$ cat src/rtl/vga_pkg.sv
// Shared VGA constants and the timing bundle type.
// No ports; imported by the compositor and its sub-modules.
package vga_pkg;

    localparam int RGB_W = 12;
    localparam int CNT_W = 11;
    localparam int TIM_W = 2 * CNT_W + 4;

    localparam logic [RGB_W-1:0] COLOR_BLACK = 12'h000;
    localparam logic [RGB_W-1:0] COLOR_WHITE = 12'hFFF;
    localparam logic [RGB_W-1:0] COLOR_RED   = 12'hF00;
    localparam logic [RGB_W-1:0] COLOR_GREEN = 12'h0F0;
    localparam logic [RGB_W-1:0] COLOR_BLUE  = 12'h00F;
    localparam logic [RGB_W-1:0] KEY_DEFAULT = 12'h000;

    typedef struct packed {
        logic [CNT_W-1:0] hcount;
        logic [CNT_W-1:0] vcount;
        logic             hsync;
        logic             vsync;
        logic             hblnk;
        logic             vblnk;
    } timing_t;

endpackage

$ cat src/rtl/delay.sv
// Fixed-latency register chain, used to carry the VGA timing bus.
// Ports: clk, rst (async active-low), din, dout = din delayed CLK_DEL cycles.
module delay #(
    parameter int WIDTH   = 26,
    parameter int CLK_DEL = 2
) (
    input  logic             clk,
    input  logic             rst,
    input  logic [WIDTH-1:0] din,
    output logic [WIDTH-1:0] dout
);

    logic [WIDTH-1:0] pipe [CLK_DEL];

    always_ff @(posedge clk or negedge rst) begin
        if (!rst) begin
            for (int i = 0; i < CLK_DEL; i++) pipe[i] <= '0;
        end else begin
            pipe[0] <= din;
            for (int i = 1; i < CLK_DEL; i++) pipe[i] <= pipe[i-1];
        end
    end

    assign dout = pipe[CLK_DEL-1];

endmodule

$ cat src/rtl/vga_layer_compositor_sel.sv
// Combinational highest-index layer select.
// Ports: layer_rgb/valid/bg_rgb in; rgb = winning colour, id = index or LAYERS.
module layer_priority_sel
    import vga_pkg::*;
#(
    parameter int LAYERS = 4,
    parameter int IDW    = $clog2(LAYERS + 1)
) (
    input  logic [RGB_W*LAYERS-1:0] layer_rgb,
    input  logic [LAYERS-1:0]       valid,
    input  logic [RGB_W-1:0]        bg_rgb,
    output logic [RGB_W-1:0]        rgb,
    output logic [IDW-1:0]          id
);

    // Ascending scan: the last hit is the highest index.
    always_comb begin
        rgb = bg_rgb;
        id  = IDW'(LAYERS);
        for (int k = 0; k < LAYERS; k++) begin
            if (valid[k]) begin
                rgb = layer_rgb[k*RGB_W +: RGB_W];
                id  = IDW'(k);
            end
        end
    end

endmodule

$ cat src/rtl/vga_layer_compositor.sv
// Two-stage compositor: background plus LAYERS overlays into one VGA stream,
// with frame-aligned layer enables and per-frame collision report.
// Ports: pclk, rst (async low); timing/bg/layer inputs; layer_en;
// delayed timing, rgb_out, top_layer_id, collision_out, frame_done.
module vga_layer_compositor
    import vga_pkg::*;
#(
    parameter int               LAYERS    = 4,
    parameter bit               KEY_EN    = 1'b1,
    parameter logic [RGB_W-1:0] KEY_COLOR = KEY_DEFAULT,
    parameter int               IDW       = $clog2(LAYERS + 1)
) (
    input  logic                    pclk,
    input  logic                    rst,
    input  logic [CNT_W-1:0]        hcount_in,
    input  logic [CNT_W-1:0]        vcount_in,
    input  logic                    hsync_in,
    input  logic                    vsync_in,
    input  logic                    hblnk_in,
    input  logic                    vblnk_in,
    input  logic [RGB_W-1:0]        bg_rgb_in,
    input  logic [RGB_W*LAYERS-1:0] layer_rgb_in,
    input  logic [LAYERS-1:0]       layer_valid_in,
    input  logic [LAYERS-1:0]       layer_en,
    output logic [CNT_W-1:0]        hcount_out,
    output logic [CNT_W-1:0]        vcount_out,
    output logic                    hsync_out,
    output logic                    vsync_out,
    output logic                    hblnk_out,
    output logic                    vblnk_out,
    output logic [RGB_W-1:0]        rgb_out,
    output logic [IDW-1:0]          top_layer_id,
    output logic [LAYERS-1:0]       collision_out,
    output logic                    frame_done
);

    timing_t tim_in;
    timing_t tim_out;

    assign tim_in = '{hcount: hcount_in, vcount: vcount_in,
                      hsync: hsync_in, vsync: vsync_in,
                      hblnk: hblnk_in, vblnk: vblnk_in};

    delay #(.WIDTH(TIM_W), .CLK_DEL(2)) u_tim_delay (
        .clk  (pclk),
        .rst  (rst),
        .din  (tim_in),
        .dout (tim_out)
    );

    assign hcount_out = tim_out.hcount;
    assign vcount_out = tim_out.vcount;
    assign hsync_out  = tim_out.hsync;
    assign vsync_out  = tim_out.vsync;
    assign hblnk_out  = tim_out.hblnk;
    assign vblnk_out  = tim_out.vblnk;

    logic                    hblnk_s1;
    logic                    vblnk_s1;
    logic [RGB_W-1:0]        bg_s1;
    logic [RGB_W*LAYERS-1:0] rgb_s1;
    logic [LAYERS-1:0]       valid_s1;
    logic [LAYERS-1:0]       en_active;

    // Enables are latched only as vertical blanking starts, so a change
    // never splits a frame.
    always_ff @(posedge pclk or negedge rst) begin
        if (!rst) begin
            hblnk_s1  <= 1'b0;
            vblnk_s1  <= 1'b0;
            bg_s1     <= '0;
            rgb_s1    <= '0;
            valid_s1  <= '0;
            en_active <= '1;
        end else begin
            hblnk_s1 <= hblnk_in;
            vblnk_s1 <= vblnk_in;
            bg_s1    <= bg_rgb_in;
            rgb_s1   <= layer_rgb_in;
            valid_s1 <= layer_valid_in;
            if (vblnk_in && !vblnk_s1) en_active <= layer_en;
        end
    end

    logic [LAYERS-1:0] key_hit;
    logic [LAYERS-1:0] eff_valid;
    logic [LAYERS-1:0] rest_valid;
    logic [RGB_W-1:0]  win_rgb;
    logic [IDW-1:0]    win_id;
    logic [RGB_W-1:0]  unused_rest_rgb;
    logic [IDW-1:0]    rest_id;
    logic              multi;
    logic              blank;
    logic              boundary;

    always_comb begin
        key_hit = '0;
        for (int k = 0; k < LAYERS; k++) begin
            key_hit[k] = KEY_EN && (rgb_s1[k*RGB_W +: RGB_W] == KEY_COLOR);
        end
    end

    assign eff_valid = valid_s1 & en_active & ~key_hit;

    layer_priority_sel #(.LAYERS(LAYERS), .IDW(IDW)) u_sel (
        .layer_rgb (rgb_s1),
        .valid     (eff_valid),
        .bg_rgb    (bg_s1),
        .rgb       (win_rgb),
        .id        (win_id)
    );

    // Drop the winner; anything left means two or more layers overlap,
    // and then every effective layer on this pixel is colliding.
    always_comb begin
        rest_valid = '0;
        for (int k = 0; k < LAYERS; k++) begin
            rest_valid[k] = eff_valid[k] && (win_id != IDW'(k));
        end
    end

    layer_priority_sel #(.LAYERS(LAYERS), .IDW(IDW)) u_multi (
        .layer_rgb (rgb_s1),
        .valid     (rest_valid),
        .bg_rgb    (bg_s1),
        .rgb       (unused_rest_rgb),
        .id        (rest_id)
    );

    assign multi    = (rest_id != IDW'(LAYERS));
    assign blank    = hblnk_s1 | vblnk_s1;
    assign boundary = vblnk_s1 & ~tim_out.vblnk;

    always_ff @(posedge pclk or negedge rst) begin
        if (!rst) begin
            rgb_out      <= '0;
            top_layer_id <= IDW'(LAYERS);
            frame_done   <= 1'b0;
        end else begin
            rgb_out      <= blank ? '0 : win_rgb;
            top_layer_id <= blank ? IDW'(LAYERS) : win_id;
            frame_done   <= boundary;
        end
    end

    generate
        if (LAYERS > 1) begin : g_coll
            logic [LAYERS-1:0] acc;

            always_ff @(posedge pclk or negedge rst) begin
                if (!rst) begin
                    acc           <= '0;
                    collision_out <= '0;
                end else if (boundary) begin
                    collision_out <= acc;
                    acc           <= '0;
                end else if (!blank && multi) begin
                    acc <= acc | eff_valid;
                end
            end
        end else begin : g_nocoll
            assign collision_out = '0;
        end
    endgenerate

endmodule
$ cat config.mk
export PLATFORM = sky130hd
export DESIGN_NAME = vga_layer_compositor
export DESIGN_NICKNAME = d
export VERILOG_FILES = /design/src/rtl/vga_pkg.sv /design/src/rtl/delay.sv /design/src/rtl/vga_layer_compositor_sel.sv /design/src/rtl/vga_layer_compositor.sv
export SDC_FILE = /design/constraint.sdc
export NUM_CORES = 1
export LEC_CHECK = 0
export CAP_MARGIN = 0
export CORE_MARGIN = 5
export CORE_UTILIZATION = 25
export DETAILED_ROUTE_END_ITERATION = 10
export PLACE_DENSITY_LB_ADDON = 0.12
export REMOVE_ABC_BUFFERS = 1
export SETUP_SLACK_MARGIN = 0.05
export SLEW_MARGIN = 15
export SYNTH_ARGS = -nofsm -noshare
export SYNTH_HDL_FRONTEND = slang
export SYNTH_SLANG_ARGS = --single-unit
$ cat constraint.sdc
create_clock -name pclk -period 2.5 [get_ports pclk]
set_clock_uncertainty 0.05 [all_clocks]
set_input_delay 0.5 -clock pclk [delete_from_list [all_inputs] [get_ports pclk]]
set_output_delay 0.5 -clock pclk [all_outputs]
set_load 0.02 [all_outputs]
==> impl_results.md <==
* Final HPWL DP at 9010 um
* DRT iter0 DRCs at 108
* Layout cell share with drive strength beyond 1 at 0.158
* I/O pins at 142
* Post-synth ARST share at 1.00
* Worst stage delay on the critical path at 680 ps
* Worst path cell trace: nor4_1 -> a31oi_2 -> a221o_2 -> o211ai_1 -> a31oi_1
* Pin count of the biggest net entering global routing at 58
* H-tree depth at 4
* Clock Latency Late Sink at 420 ps
* Worst-path clk slew at 60 ps
* VDD IR max at 0.477 mV
* Total power at 5.55 mW
* Min Tclk post-route at 2290 ps
* Status: complete, no violations
* Vias in the first global route at 3304
* CP Launch Type: flip-flop
* Worst-case reg-to-reg path depth at 5
* Detailed Routing Iterations Pass 1 at 4
* Comb power frac at 0.103
* Least-Margin Pin Slew at 751 ps
* CTS tree: yes
* RSZ-0062 raised after global routing: no
* CTS Buf Count at 17
* Worst slew margin at 0.494
* # DRC at 0
* WP data required at 2740 ps
* Final setup vio count at 0
* EDFF count, synth at 0
* Top FF cell, synth: dfrtp_1
* Antenna-violating nets left at 0
* Vias/cell at 4.20
* Critical path endpoint category: flip-flop
* Cells after Synth at 288
* Global-route wire length before repair at 19000 um
* Sum Neg Setup Slack at 0 ps
* GR Util All Layers at 0.119
* Row count at 49
* Avg Inst Size Synth at 16.0 um2
* Final wirelength at 11900 um
* Pwr/cell area at 823 nW/um2
* Avg WL per Cell at 17.9 um
* Crit path arrival time at 2520 ps
* Mapped Area at 4610 um2
* Crit path kind: flip-flop to flip-flop
* Port Buffer Count at 141
* Max-cap check violation count at 0
* CTS Hold Bufs at 0
* Diode count at 0
* GR Layer Usage met1 at 0.135
* Met2 Use GR at 0.188
* Synth unique cells at 31
* Initial antenna violation count at 0
* Busiest grt layer: met2
* Routability cong. at 0.771
* R2R setup slack at 210 ps
* Fin nets at 519
* Clk buf depth at 2
* Final period util at 0.915
* Met3 usage at 0.0726
* DR vias at 2796
* Placed cell count at 633
* Critical Path Fanout Max at 13
* Sw Share at 0.247
* Setup bufs post-CTS at 0
* Seq/Total Area, Yosys at 0.783
* Die X at 146 um
* Net Switching at 1.37 mW
* Clock sinks at 144
* Final Hold Fails at 0
* Initial Utilization at 0.255
* Resize count post-CTS at 0
* Slowest cell on the critical path: nor4_1
* Max-slew violation count at 0
* Synthesized flop and latch total at 144
* Worst hold margin at 2.27 ps
* Leakage at 2.78 nW
* Flop pwr share at 0.459
* Die Height at 146 um
* Worst R2R End: rgb_out[5]
* Peak Freq at 437 MHz
* Synth-to-Final Area Change at 46.3%
* Clock root buffer: clkbuf_16
* Total congestion overflow at 0
* P_int at 4.18 mW
* Clock power share at 0.438
* Core ar. at 18100 um2
* Min-delay worst type: input port to asynchronous set/reset pin
* Cell Count, Final, Fillers Out at 665
* Yosys synthesis warning count at 0
* Die footprint at 21300 um2
* FF-to-FF Start: rgb_s1[12]
==> critical path, delay by kind of cell (launching register included) <==
family | cells | cell delay [ps]
simple gates | 1 | 680
flops | 1 | 380
compound gates | 4 | 1040
==> placed cells by master (no fill, tap or decap), drive strengths merged <==
| cell | n |
|---|---|
| clkinvlp | 5 |
| a41o | 1 |
| nand2 | 15 |
| nand3 | 4 |
| buf | 11 |
| a21oi | 2 |
| nor2b | 1 |
| clkbuf | 17 |
| dfstp | 5 |
| nand4 | 1 |
| inv | 8 |
| clkinv | 2 |
| dfrtp | 139 |
| nor2 | 1 |
| bufinv | 1 |
| a31o | 1 |
| o31ai | 1 |
| or2 | 1 |
| or4 | 3 |
| and2 | 2 |
| a221o | 12 |
| o211ai | 12 |
| o21ai | 12 |
| clkdlybuf4s50 | 140 |
| a31oi | 15 |
| nor4 | 9 |
| a311oi | 2 |
| o21a | 4 |
| nand2b | 1 |
| mux2 | 8 |
==> per-layer routing <==
metal  routed length [um]  part of all wire  up-vias
met1                 4820              0.41     1385
met5                    0                 0        -
li1                     -                 -     1283
met3                 1310              0.11       14
met2                 5610              0.47      114
met4                  156             0.013        0
==> registers in the layout (all words and copies together) (netlist names) <==
signal and flops:
rgb_s1 48, u_tim_delay.dout 26, u_tim_delay.pipe 26, bg_s1 12
rgb_out 12, collision_out 4, en_active 4, g_coll.acc 4
valid_s1 4, top_layer_id 3, frame_done 1
==> how the worst max path moves through the flow <==
stage,from,end,cells after the start
after floorplan,rgb_s1[10],rgb_out[0],5
after global placement,rgb_s1[12],rgb_out[5],5
after detailed placement,rgb_s1[12],rgb_out[5],5
after CTS,rgb_s1[12],rgb_out[5],5
after global routing,rgb_s1[16],rgb_out[9],5
final,rgb_s1[12],rgb_out[5],5
==> cell usage after synthesis (all sizes together), types with 3 or more instances <==
library cell	count	area share
dfrtp	139	0.75
buf	26	0.043
a31oi	15	0.020
nand2	15	0.012
a221o	12	0.028
o211ai	12	0.020
o21ai	12	0.013
clkbuf	9	0.0073
nor4	9	0.012
mux2	8	0.020
dfstp	5	0.029
nand3	4	0.0043
o21a	4	0.0065
or4	3	0.0065
==> through the flow <==
step	cell area [um2]	util	setup slack (ps)
5_1_grt	6740	0.373	58.4
2_1_floorplan	4380	-	476
3_3_place_gp	6160	0.341	348
4_1_cts	6740	0.373	184
6_report	6740	0.373	214
3_5_place_dp	6160	0.341	198
==> logic make-up (layout without fill, tap and decap cells) <==
| logic type | count (synthesis) | after routing | share of synthesized area |
|---|---|---|---|
| multiplexers | 8 | 8 | 0.0195 |
| buffers and inverters | 36 | 184 | 0.0510 |
| AO/OA/AOI/OAI | 62 | 62 | 0.102 |
| flip-flops | 144 | 144 | 0.783 |
| AND/OR/NAND/NOR | 38 | 38 | 0.0442 |
==> power by group through the flow <==
stage / clock network [mW] / registers, mW / logic [mW]
finish: 2.43 / 2.55 / 0.573
global route: 2.61 / 2.56 / 0.628
CTS: 2.52 / 2.55 / 0.587
detailed placement: 0 / 2.59 / 0.584
global placement: 0 / 2.59 / 0.579
floorplan: 0 / 2.62 / 0.150
==> cell type report <==
type | instances | area, um2
fillers | 1720 | 11300
flip-flops and latches | 144 | 3610
repair buffers | 151 | 1500
multi-input cells | 108 | 771
clock buffers | 17 | 425
well taps | 229 | 287
clock inverters | 15 | 148
inverters | 1 | 3.75
Note: power is estimated with default switching activity, not from simulation.
